## src/rtl/serial_borrow_subtractor_pkg.sv

```systemverilog
// Shared types and helpers for the serial borrow subtractor.
// Covers the FSM state encoding and the step-counter width.
package serial_borrow_subtractor_pkg;

    localparam logic [1:0] IDLE_ENC = 2'd0;
    localparam logic [1:0] RUN_ENC  = 2'd1;
    localparam logic [1:0] DONE_ENC = 2'd2;

    typedef enum logic [1:0] {
        IDLE = IDLE_ENC,
        RUN  = RUN_ENC,
        DONE = DONE_ENC
    } state_t;

    // Width of a counter that must hold 0..n-1; never narrower than one bit.
    function automatic int cnt_width(input int n);
        return (n > 1) ? $clog2(n) : 1;
    endfunction

endpackage

```

## src/rtl/digit_borrow_subtractor.sv

```systemverilog
// Combinational ripple of DIGIT full subtractors.
// Computes d = a - b - bin and reports the borrow out of the top bit.
module digit_borrow_subtractor #(
    parameter int DIGIT = 4
) (
    input  logic [DIGIT-1:0] a,
    input  logic [DIGIT-1:0] b,
    input  logic             bin,
    output logic [DIGIT-1:0] d,
    output logic             bout
);

    logic [DIGIT:0] br;

    assign br[0] = bin;

    for (genvar i = 0; i < DIGIT; i++) begin : g_bit
        assign d[i]    = a[i] ^ b[i] ^ br[i];
        // A bit borrows when b exceeds a, or when they tie and a borrow arrives.
        assign br[i+1] = (~a[i] & b[i]) | (~(a[i] ^ b[i]) & br[i]);
    end

    assign bout = br[DIGIT];

endmodule

```

## src/rtl/serial_borrow_subtractor.sv

```systemverilog
// Multi-cycle subtractor computing D = A - B - Bin, DIGIT bits per clock.
// Operands enter through a valid/ready handshake; the result is held until accepted.
module serial_borrow_subtractor
    import serial_borrow_subtractor_pkg::*;
#(
    parameter int WIDTH = 16,
    parameter int DIGIT = 4
) (
    input  logic             clk,
    input  logic             rst_n,
    input  logic             in_valid,
    output logic             in_ready,
    input  logic [WIDTH-1:0] A,
    input  logic [WIDTH-1:0] B,
    input  logic             Bin,
    output logic             out_valid,
    input  logic             out_ready,
    output logic [WIDTH-1:0] D,
    output logic             Bout,
    output logic             ovf
);

    localparam int             NSTEP = WIDTH / DIGIT;
    localparam int             CW    = cnt_width(NSTEP);
    localparam logic [CW-1:0]  LAST  = CW'(NSTEP - 1);

    if (DIGIT < 1 || WIDTH < 1 || (WIDTH % DIGIT) != 0) begin : g_bad_params
        $error("serial_borrow_subtractor: DIGIT must divide WIDTH exactly");
    end

    state_t           state;
    logic [WIDTH-1:0] a_sh;
    logic [WIDTH-1:0] b_sh;
    logic [WIDTH-1:0] d_reg;
    logic [CW-1:0]    cnt;
    logic             borrow;
    logic             a_msb;
    logic             b_msb;
    logic             bout_reg;
    logic             ovf_reg;

    logic [DIGIT-1:0] dig_d;
    logic             dig_bout;
    logic [WIDTH-1:0] dig_ext;
    logic [WIDTH-1:0] d_next;

    digit_borrow_subtractor #(
        .DIGIT (DIGIT)
    ) u_digit (
        .a    (a_sh[DIGIT-1:0]),
        .b    (b_sh[DIGIT-1:0]),
        .bin  (borrow),
        .d    (dig_d),
        .bout (dig_bout)
    );

    // New digit enters at the MSB end so the low digit lands at bit 0 after NSTEP steps.
    assign dig_ext = WIDTH'(dig_d);
    assign d_next  = (d_reg >> DIGIT) | (dig_ext << (WIDTH - DIGIT));

    // NOTE: sequential state uses non-blocking assignments so every register
    // samples the pre-edge values and the block order does not matter.
    always_ff @(posedge clk) begin
        if (!rst_n) begin
            state    <= IDLE;
            a_sh     <= '0;
            b_sh     <= '0;
            d_reg    <= '0;
            cnt      <= '0;
            borrow   <= 1'b0;
            a_msb    <= 1'b0;
            b_msb    <= 1'b0;
            bout_reg <= 1'b0;
            ovf_reg  <= 1'b0;
        end else begin
            case (state)
                IDLE: begin
                    if (in_valid) begin
                        a_sh   <= A;
                        b_sh   <= B;
                        borrow <= Bin;
                        a_msb  <= A[WIDTH-1];
                        b_msb  <= B[WIDTH-1];
                        cnt    <= '0;
                        state  <= RUN;
                    end
                end
                RUN: begin
                    d_reg  <= d_next;
                    a_sh   <= a_sh >> DIGIT;
                    b_sh   <= b_sh >> DIGIT;
                    borrow <= dig_bout;
                    cnt    <= cnt + CW'(1);
                    if (cnt == LAST) begin
                        bout_reg <= dig_bout;
                        // The final digit supplies the result MSB.
                        ovf_reg  <= (a_msb != b_msb) && (dig_d[DIGIT-1] != a_msb);
                        state    <= DONE;
                    end
                end
                DONE: begin
                    if (out_ready) begin
                        state <= IDLE;
                    end
                end
                default: state <= IDLE;
            endcase
        end
    end

    assign in_ready  = (state == IDLE);
    assign out_valid = (state == DONE);
    assign D         = d_reg;
    assign Bout      = bout_reg;
    assign ovf       = ovf_reg;

endmodule

```

## config.mk

```make
export PLATFORM = sky130hd
export DESIGN_NAME = serial_borrow_subtractor
export DESIGN_NICKNAME = d
export VERILOG_FILES = /design/src/rtl/serial_borrow_subtractor_pkg.sv /design/src/rtl/digit_borrow_subtractor.sv /design/src/rtl/serial_borrow_subtractor.sv
export SDC_FILE = /design/constraint.sdc
export NUM_CORES = 1
export LEC_CHECK = 0
export ABC_AREA = 1
export CAP_MARGIN = 20
export CORE_ASPECT_RATIO = 1.25
export CORE_MARGIN = 1.5
export CORE_UTILIZATION = 45
export CTS_CLUSTER_DIAMETER = 50
export DETAILED_ROUTE_END_ITERATION = 12
export PLACE_DENSITY = 0.8
export SYNTH_ARGS = -nofsm -noshare
export SYNTH_HDL_FRONTEND = slang
export SYNTH_SLANG_ARGS = --single-unit
```

## constraint.sdc

```tcl
create_clock -name clk -period 2.2 [get_ports clk]
set_clock_uncertainty 0.1 [all_clocks]
set_input_delay 0.44 -clock clk [delete_from_list [all_inputs] [get_ports clk]]
set_output_delay 0.44 -clock clk [all_outputs]
set_load 0.005 [all_outputs]
```

-- Word level (Yosys, flattened, before mapping)
Index checks and enable logic that the tools add are counted.
- flip-flop bits (word level): 57
- output and inout bits: 20
- memories: 0
- word-level logic and storage cells: 67
- bits in read-only memories: 0
- input port bits: 37
- bits in writable memories: 0
- bits in latches: 0
- shift operators: 0
- multiply operators: 0
- $add $sub $neg: 1
- reductions and logical operators: 7
- divide/modulo/power cells: 0
- $lt $le $gt $ge: 0
- eq/ne operators: 8
- bitwise operators: 29
- multiplexer cells: 12
- operators by type and width (kind ; number):
    one-hot mux 16 bit (2 select lines) ; 2
    two-way mux 16 bit ; 2
    OR 12 x 16 -> 16 bit ; 1
    bitwise AND 1 bit ; 8
    two-way mux 2 bit ; 4
    inverter 1 bit ; 8
    bitwise XOR 1 bit ; 8
    one-hot mux 2 bit (3 select lines) ; 1
    AND reduction 2 bit ; 3
    equality test 2 bit (second input constant) ; 2
    inequality test 2 bit (second input constant) ; 2
    OR 1 bit ; 4
    one-hot mux 2 bit (2 select lines) ; 1
    AND reduction 3 bit ; 1
    adder 2 x 1 -> 2 bit (second input constant) ; 1
    equality test 2 x 1 -> 1 bit (second input constant) ; 1
    logical NOT 2 bit ; 1
    inequality test 1 bit ; 2
    inequality test 2 x 1 -> 1 bit (second input constant) ; 1
    one-hot mux 1 bit (2 select lines) ; 1
    nonzero test 2 bit ; 1
    logical AND 1 bit ; 1
    two-way mux 1 bit ; 1

-- Logic depth before layout (Yosys ltp)
Gate-level depths: netlist of run 1.
- depth in word-level cells: 11
- depth in mapped cells: 12
- gate-level depth less buffers: 12

-- By module
A second synthesis of run 1 with hierarchy kept.
- cells, all modules: 410
- area total of the unflattened synthesis: 2762.6 µm²
- by module, submodules not included (module ; area an instance (µm²) ; times used ; cells an instance):
    serial_borrow_subtractor ; 2645.0 ; 1 ; 396
    digit_borrow_subtractor ; 117.6 ; 1 ; 14

-- Least setup slack after synthesis of run 1
Ideal clock, no wire load.
- path type: reg-to-reg
- start: register b_sh[0]
- end: register ovf_reg, in the netlist ovf
- required time: 2.035 ns
- slack: -0.089 ns
- arrival time: 2.125 ns
- path buffers: 0
- stages on the path, launching flop included: 13
- period minus slack after synthesis: 2.289 ns
- cell sequence: dfxtp_1 inv_1 fa_1 inv_1 fa_1 fa_1 inv_1 fa_1 inv_1 nand2_1 o21ai_0 nor2_1 nor2_1
- word-level cells in the longest chain between the ends: 11
- elaborated cells between the ends (all ways): 12
- classes of those cells: eq/ne: 1; bitwise: 10; reduce/logical: 1
- RTL lines (element ; line ; text):
    from (decl) ; serial_borrow_subtractor.sv:33 ; logic [WIDTH-1:0] b_sh;
    from (signal assigned) ; serial_borrow_subtractor.sv:91 ; b_sh <= b_sh >> DIGIT;
    bitwise XOR 1 bit ; digit_borrow_subtractor.sv:20 ; assign br[i+1] = (~a[i] & b[i]) | (~(a[i] ^ b[i]) & br[i]);
    inverter 1 bit ; digit_borrow_subtractor.sv:20 ;
    bitwise AND 1 bit ; digit_borrow_subtractor.sv:20 ;
    OR 1 bit (*) ; digit_borrow_subtractor.sv:20 ;
    bitwise AND 1 bit (*) ; digit_borrow_subtractor.sv:20 ;
    OR 1 bit (*) ; digit_borrow_subtractor.sv:20 ;
    bitwise AND 1 bit (*) ; digit_borrow_subtractor.sv:20 ;
    OR 1 bit (*) ; digit_borrow_subtractor.sv:20 ;
    bitwise XOR 1 bit (*) ; digit_borrow_subtractor.sv:18 ; assign d[i] = a[i] ^ b[i] ^ br[i];
    inequality test 1 bit (*) ; serial_borrow_subtractor.sv:97 ; ovf_reg <= (a_msb != b_msb) && (dig_d[DIGIT-1] != a_msb);
    logical AND 1 bit (*) ; serial_borrow_subtractor.sv:97 ;
    to (signal assigned) ; serial_borrow_subtractor.sv:97 ;
    to (decl) ; serial_borrow_subtractor.sv:40 ; logic ovf_reg;
Mark *: on every way between the ends. The rest lies on a longest branch, timed or not.
A chain may end at the register's enable or synchronous reset.

-- Worst setup path in the final report of run 1
- start: register borrow
- end: register ovf_reg, in the netlist ovf
- word-level cells in the longest chain between the ends: 9
- RTL lines (element ; line ; text):
    from (decl) ; serial_borrow_subtractor.sv:36 ; logic borrow;
    from (signal assigned) ; serial_borrow_subtractor.sv:81 ; borrow <= Bin;
    from (signal assigned) ; serial_borrow_subtractor.sv:92 ; borrow <= dig_bout;
    bitwise AND 1 bit ; digit_borrow_subtractor.sv:20 ;
    OR 1 bit ; digit_borrow_subtractor.sv:20 ;
    bitwise AND 1 bit ; digit_borrow_subtractor.sv:20 ;
    OR 1 bit ; digit_borrow_subtractor.sv:20 ;
    bitwise AND 1 bit ; digit_borrow_subtractor.sv:20 ;
    OR 1 bit ; digit_borrow_subtractor.sv:20 ;
    bitwise XOR 1 bit ; digit_borrow_subtractor.sv:18 ;
    inequality test 1 bit ; serial_borrow_subtractor.sv:97 ;
    logical AND 1 bit ; serial_borrow_subtractor.sv:97 ;
Every way passes these cells.

==> impl_metrics.toml, run 1 <==
[global_routing]
grt_max_degree = 60
grt_pass1_wl_mm = 8.44
grt-ovfl-total = 0
grtUsageTotal_pct = 17.4
first_global_vias = 1994
antenna_found_initial = 0

[synthesis]
syn_area_per_cell_um2 = 6.74
synth_top_family_by_area = "simple AND/OR/NAND/NOR gates"
synthSimpleGateAreaFrac_pct = 29.7
async_reset_ff_share_pct = 0
synth_xor_area_share_pct = 0
synthesis.instances = 388
synth_edf_count = 0
yosysTopAreaCell = "dfxtp_1"
yosysUniqueCellTypes = 18
synth_top_area_share_pct = 43.7
synth_compound_area_share_pct = 10.3
syn_area_mm2 = 0.00261
synth_common_cells = "118 x nand2_1, 83 x nor2_1, 57 x dfxtp_1"
ys_seq_area_share_pct = 43.7
ys.flop_type = "dfxtp_1"
synth_seq_cells = 57
yosysMostFrequentCell = "nand2_1"
syn-num-nets = 430
synth_mux_area_share_pct = 0
synthTopCellsByArea = "dfxtp_1 44%, nand2_1 17%, nor2_1 12%"
yosysWarnings = 0
synth_fa_ha_area_share_pct = 3.54

[critical_path]
slowest_stage = "fa_1"
max_stage_delay_ns = 0.45
crit_required_ns = 2.38
path_cells = "inv_1 > fa_1 > inv_1 > fa_2 > fa_2 > inv_2 > fa_1 > inv_2 > nand2_1 > o21ai_1 > nor2_1 > nor2_1"
cp.arrival_ns = 2.48
path_max_fanout = 2
worst_r2r_path_depth = 12
endpoint_kind = "flip-flop"
critical_path_class = "flip-flop to flip-flop"
cp-start-kind = "flip-flop"

[job]
drv_cap = 0

[timing]
fmax_mhz = 436
setup_viol = 1
post-route-period-util_pct = 104
hold_viol_final = 0
rsz0062_at_grt = "true"
drv_slew = 0
layout_setup_ws_ns = -0.0942
period_needed_ns = 2.29
relSlewSlack_pct = 66.0
tightest_slew_ns = 0.510
setup-tns-final_ns = -0.0942

[finish]
register_area_mm2 = 0.00114
drive_gt1_share_pct = 7.37
finalNonFillerCells = 498
n_fill_cell = 520
fin_util_pct = 60.9
syn_to_final_growth_pct = 28.5
antenna_cells = 0
multi_input_area_mm2 = 0.00115
fin_nets = 471

[die]
die_h_um = 88.2
die_w_um = 71.2
row_count = 30
ios = 57
die_area_mm2 = 0.00628
floorplan.initialDensity_pct = 47.4
core_mm2 = 0.00552

[power]
leakage_uw = 0.00149
power.density_mw_per_mm2 = 791
vdd_drop_max_v = 0.000488

[placement]
gp_congestion = 0.748
dpl.hpwl_mm = 3.54
io_buffers = 56
dp.cells = 482

[clock_network]
cts_max_level = 3
cts_hold_buf = 0
clk_pin_slew_worst_paths_ns = 0.06
cts_tree = "done"
ctsRootBufferMaster = "clkbuf_8"
cts.sinks = 57
clock_path_buffers = 2
cts_made_buffers = 9
clock_latency_ns = 0.34
cts_setup_buffers = 0

[drt]
dr.pass1.iters = 4
routed_wl_mm = 5.26
vias = 2373
drt_iter0_drc = 135
drtAntennaViolNets = 0
post_drt_wl_per_cell_um = 10.6
vias_per_cell = 4.77
drc = 0

[worst_hold_path]
whs_path_depth = 2
holdCritPathClass = "flip-flop to flip-flop"

[status]
violations = "negative setup slack"
outcome = "finished, violations left"
-- path summary, 6_finish.rpt --
kind / startpoint / slack, ns / endpoint
max: borrow / -0.09 / ovf
max reg2reg: borrow / -0.09 / ovf
min reg2reg: b_sh[12] / 0.37 / b_sh[12]
min: b_sh[12] / 0.37 / b_sh[12]
-- worst max-delay path: cells and delay by family, from the launching register on --
kind,cells,cell delay [ns]
AO/OA/AOI/OAI,1,0.11
flip-flops,1,0.32
buffers and inverters,4,0.25
adder cells (fa/ha/maj),4,1.28
AND/OR/NAND/NOR,3,0.19
-- placed cells by master (no fill, tap or decap), drive strengths merged --
cell / count
ha: 1
dfxtp: 57
clkdlybuf4s50: 56
nor2: 84
clkinv: 1
o21ai: 35
nand3: 2
clkbuf: 14
a21oi: 18
bufinv: 1
inv: 37
fa: 4
buf: 5
nand2: 119
-- layout make-up --
class | instances | share of cell area (%)
well taps | 64 | 2.38
clock buffers | 14 | 5.14
clock inverters | 2 | 1.04
repair buffers | 61 | 18.9
flip-flops and latches | 57 | 34.1
inverters | 37 | 4.14
multi-input cells | 263 | 34.3
-- what timing repair did --
action,in CTS,in global routing
hold endpoints to repair,0,0
gates resized for setup,3,1
pin swaps,1,0
endpoints found under the setup margin,2,2
-- through the flow --
step	total power (µW)	hold WS [ns]	cell area, µm²	worst slack (ns)
global placement	1650	0.352	3150	-0.0413
floorplan	1490	0.344	2620	0.0151
CTS	2680	0.368	3360	-0.0895
finish	2660	0.366	3360	-0.0942
global route	2800	0.382	3360	-0.181
detailed placement	1660	0.358	3150	-0.101
-- metal layers --
layer	part of all wire [%]	routed length, µm	global-route usage, %	up-vias
li1	-	-	-	1243
met1	42	2230	19.3	1042
met2	50	2640	30.7	77
met3	4.6	243	4.78	11
met4	2.8	145	8.23	0
met5	0	0	0	-
-- cells by family after synthesis --
group | count (synthesis)
buffers and inverters | 68
adder cells (fa/ha/maj) | 5
AND/OR/NAND/NOR | 205
AO/OA/AOI/OAI | 53
flip-flops | 57
-- where the power goes --
group	switching (µW)	total, µW	internal [µW]
combinational	244	481	237
clock	402	1020	615
sequential	41.5	1160	1120
No activity file was read; power rests on OpenSTA's default activity.
==> inputs of run 2 (changes only) <==
CORE_UTILIZATION = 50   (was 45)
PLACE_DENSITY = 0.84   (was 0.8)
clock period = 2.5 ns   (was 2.2 ns; I/O delays follow)
==> run 2 against run 1 <==
The flow now finishes without violations. Highest routed layer unchanged. Setup slack improved by 0.28 ns. Critical path depth unchanged. Worst hold slack improved by 0.0033 ns.
==> impl_metrics.toml, run 2 (same netlist as run 1, synthesis figures left out) <==
[status]
outcome = "completed"

[global_routing]
grt_max_degree = 60
grtUsageTotal_pct = 20.8
antenna_found_initial = 0
grt-ovfl-total = 0
grt_pass1_wl_mm = 8.84
first_global_vias = 2237

[placement]
dpl.hpwl_mm = 3.58
gp_congestion = 0.741
io_buffers = 56
dp.cells = 479
dpl_cell_area_mm2 = 0.00311

[clock_network]
clk_pin_slew_worst_paths_ns = 0.06
cts_tree = "done"
clock_latency_ns = 0.34
cts_setup_buffers = 0
cts_made_buffers = 9
cts.sinks = 57
cts_max_level = 3
ctsRootBufferMaster = "clkbuf_8"
cts_resized = 0
cts_hold_buf = 0
clock_path_buffers = 2

[die]
core_mm2 = 0.00504
ios = 57
row_count = 29
floorplan.initialDensity_pct = 51.8
die_h_um = 83.8
die_area_mm2 = 0.00567
die_w_um = 67.7

[power]
switching_share_pct = 27.1
p_sw_uw = 591
p_int_uw = 1590
leakage_uw = 0.00147
power.density_mw_per_mm2 = 663
vdd_drop_max_v = 0.000356
p_clk_share_pct = 34.5
power_uw = 2180
p_comb_share_pct = 18.7
p_seq_share_pct = 46.8

[timing]
relSlewSlack_pct = 44.1
setup-tns-final_ns = 0
tightest_slew_ns = 0.835
setup_viol = 0
rsz0062_at_grt = "false"
drv_slew = 0
fmax_mhz = 431
timing.hold.ws_ns = 0.369
period_needed_ns = 2.32
post-route-period-util_pct = 92.7
hold_viol_final = 0

[critical_path]
cp-start-kind = "flip-flop"
path_max_fanout = 2
cp.arrival_ns = 2.49
worst_r2r_path_depth = 12
path_cells = "inv_1 > fa_1 > inv_1 > fa_2 > fa_2 > inv_2 > fa_1 > inv_1 > nand2_1 > o21ai_1 > nor2_1 > nor2_1"
max_stage_delay_ns = 0.44
reg2reg_slack_ns = 0.18
slowest_stage = "fa_1"
endpoint_kind = "flip-flop"
crit_required_ns = 2.67
critical_path_class = "flip-flop to flip-flop"
crit_top_cell = "inv_1"
timing.rr.start = "b_sh[0]"
r2r-end = "ovf"

[finish]
syn_to_final_growth_pct = 25.7
drive_gt1_share_pct = 6.00
final_cell_area_mm2 = 0.00329
fin_nets = 470
final_cell_mix = "118 x nand2_1, 83 x nor2_1, 57 x dfxtp_1"
n_fill_cell = 468
final_common_cell = "nand2_1"
finalNonFillerCells = 495
antenna_cells = 0

[drt]
dr.pass1.iters = 4
drc = 0
vias = 2337
drt_iter0_drc = 95
vias_per_cell = 4.72
drtAntennaViolNets = 0
post_drt_wl_per_cell_um = 10.5
routed_wl_mm = 5.20

[job]
drv_cap = 0

[worst_hold_path]
min_from = "a_sh[14]"
holdCritPathClass = "flip-flop to flip-flop"
min_to = "a_sh[14]"
whs_path_depth = 2
## run 2: cell types whose count changed in the layout (fill, tap and decap cells not counted), moves of 2 or more
cell,change
buf_12,-2
clkinv_2,+2
dfxtp_1,+3
dfxtp_2,-3
inv_1,+2
inv_2,-2
## run 2: power groups by stage
stage               Sequential [µW]  Combinational [µW]  Clock (µW)
finish                         1020                 406         751
global route                   1030                 469         800
CTS                            1020                 407         767
detailed placement             1040                 402           0
global placement               1040                 391           0
floorplan                      1030                 275           0
## run 2: area by class of cell
type | count | area [µm²] | area share [%]
clock buffers | 13 | 159 | 4.84
clock inverters | 3 | 15.0 | 0.457
inverters | 37 | 139 | 4.23
multi-input cells | 263 | 1150 | 35.0
flip-flops and latches | 57 | 1140 | 34.7
well taps | 62 | 77.6 | 2.36
repair buffers | 60 | 603 | 18.4
## run 2: how the worst max path moves through the flow
stage	from	cells past startpoint	to
3_3_place_gp	b_sh[0]	12	ovf
4_1_cts	b_sh[0]	12	ovf
6_report	b_sh[0]	12	ovf
3_5_place_dp	b_sh[0]	12	ovf
2_1_floorplan	b_sh[0]	12	ovf
5_1_grt	b_sh[0]	12	ovf
## run 2: stage by stage
stage	util [%]	setup slack [ns]
2_1_floorplan	-	0.211
3_3_place_gp	61.6	0.156
3_5_place_dp	61.6	0.0896
4_1_cts	65.0	0.0759
5_1_grt	65.1	0.0372
6_report	65.1	0.181
## run 2: per-layer routing
metal  wire, µm  global-route usage (%)  vias to the layer above
met5          0                       0                        -
met4        175                    14.7                        0
met3        211                    3.78                       14
met2       2700                    36.8                       61
met1       2120                    20.7                     1022
li1           -                       -                     1240
## run 2: critical path, delay by kind of cell (launching register included)
kind	cells	cell delay, ns
buffers and inverters	4	0.29
adder cells (fa/ha/maj)	4	1.29
flip-flops	1	0.29
AO/OA/AOI/OAI	1	0.11
AND/OR/NAND/NOR	3	0.18
==> inputs of run 3 (changes only) <==
PLACE_DENSITY = default   (was 0.84)
PLACE_DENSITY_LB_ADDON = 0.12   (was default)
==> run 3 against run 2 <==
Sequential share of layout area shrank 0.55 points. Fmax shrank 1.2%. Die area stayed put. Wire length up 1.4%. Setup slack worse by 0.028 ns. First-iteration DRC count fell by 33%. Worst hold slack lost 0.0033 ns. Critical path depth unchanged. Design area rose by 1.7%. Core utilization increased by 1.1 points. Critical endpoint unchanged. Largest power group unchanged.
==> impl_metrics.toml, run 3 (same netlist as run 1, synthesis figures left out) <==
[finish]
drive_gt1_share_pct = 7.16
fin_nets = 470
final_common_cell = "nand2_1"
final_cell_mix = "118 x nand2_1, 83 x nor2_1, 56 x dfxtp_1, 56 x clkdlybuf4s50_1, 33 x o21ai_0"
fin_util_pct = 66.3
antenna_cells = 0
final_cell_area_mm2 = 0.00334
syn_to_final_growth_pct = 27.9

[clock_network]
cts.sinks = 57
clock_path_buffers = 2
cts_setup_buffers = 0
cts_hold_buf = 0
clk_pin_slew_worst_paths_ns = 0.07
cts_max_level = 3
cts_tree = "done"
cts_made_buffers = 9
cts_resized = 0
clock_latency_ns = 0.34
ctsRootBufferMaster = "clkbuf_8"

[critical_path]
timing.rr.start = "borrow"
startpoint = "borrow"
r2r-end = "ovf"
reg2reg_slack_ns = 0.15
path_max_fanout = 2
endpoint_kind = "flip-flop"
worst_r2r_path_depth = 12
critical_path_class = "flip-flop to flip-flop"
cp.arrival_ns = 2.52
crit_required_ns = 2.68
cp-start-kind = "flip-flop"

[power]
vdd_drop_max_v = 0.000370
power.density_mw_per_mm2 = 720
leakage_uw = 0.00149

[job]
drv_cap = 0

[timing]
rsz0062_at_grt = "false"
relSlewSlack_pct = 43.2
setup-tns-final_ns = 0
drv_slew = 0
post-route-period-util_pct = 93.9
period_needed_ns = 2.35
setup_viol = 0
fmax_mhz = 426
hold_viol_final = 0
tightest_slew_ns = 0.849

[global_routing]
grtUsageTotal_pct = 20.8
antenna_found_initial = 0
grt_max_degree = 60
grt_pass1_wl_mm = 8.95
grt-ovfl-total = 0
first_global_vias = 2218

[die]
core_mm2 = 0.00504
row_count = 29
die_h_um = 83.8
ios = 57
die_w_um = 67.7
die_area_mm2 = 0.00567
floorplan.initialDensity_pct = 51.8

[drt]
vias = 2353
routed_wl_mm = 5.28
top_layer = "met4"
dr_wl_met2_mm = 2.71
vias_per_cell = 4.75
drc = 0
drtAntennaViolNets = 0
post_drt_wl_per_cell_um = 10.7
wl_met1_mm = 2.22
drt_iter0_drc = 64
wl_met3_um = 240
dr.pass1.iters = 4

[worst_hold_path]
min_from = "a_sh[14]"
holdCritPathClass = "flip-flop to flip-flop"
whs_path_depth = 2
min_to = "a_sh[14]"

[placement]
dpl.hpwl_mm = 3.56
gp_congestion = 0.733
io_buffers = 56
dpl_cell_area_mm2 = 0.00311

[status]
outcome = "completed"
## run 3: cell types whose count changed in the layout (fill, tap and decap cells not counted)
cell,change
bufinv_16,+2
clkbuf_1,-2
clkinv_2,-1
clkinvlp_4,+1
dfxtp_1,-1
dfxtp_2,+1
inv_1,-2
inv_2,+2
## run 3: how the worst max path moves through the flow
stage	slack, ns	depth (start not counted)	endpoint
2_1_floorplan	0.21	12	ovf
4_1_cts	0.04	12	ovf
5_1_grt	0.006	12	ovf
3_5_place_dp	0.08	11	ovf
6_report	0.15	12	ovf
3_3_place_gp	0.15	12	ovf
## run 3: power breakdown
group / total [µW] / internal [µW] / switching [µW]
logic: 410 / 197 / 213
registers: 1020 / 983 / 36.4
clock network: 978 / 611 / 367
## run 3: area by class of cell
| class | instances | area [µm²] |
|---|---|---|
| inverter | 37 | 139 |
| tap | 62 | 77.6 |
| fill | 483 | 1700 |
| timing repair buffer | 60 | 603 |
| clock inverter | 5 | 77.6 |
| clock buffer | 11 | 151 |
| sequential | 57 | 1140 |
| multi-input combinational | 263 | 1150 |
## run 3: per-stage QoR
step | setup WS, ns | std cells | total power, µW | hold slack (ns)
after floorplan | 0.211 | 388 | 1310 | 0.344
after global placement | 0.147 | 479 | 1430 | 0.353
after detailed placement | 0.0804 | 479 | 1440 | 0.356
after CTS | 0.0384 | 495 | 2420 | 0.367
after global routing | 0.00555 | 495 | 2540 | 0.395
final | 0.154 | 495 | 2410 | 0.366
## run 3: worst max-delay path, cell delays in order (launching register included)
cell and delay [ns]:
dfxtp_1 0.31, inv_1 0.07, fa_1 0.17, inv_1 0.05
fa_2 0.34, fa_2 0.36, inv_2 0.06, fa_1 0.44
inv_2 0.08, nand2_1 0.04, o21ai_1 0.12, nor2_1 0.05
nor2_1 0.09
## run 3: layer usage
layer / up-vias / track usage (%)
li1: 1237 / -
met1: 1048 / 21.5
met2: 55 / 37.3
met3: 13 / 3.78
met4: 0 / 12.1
met5: - / 0
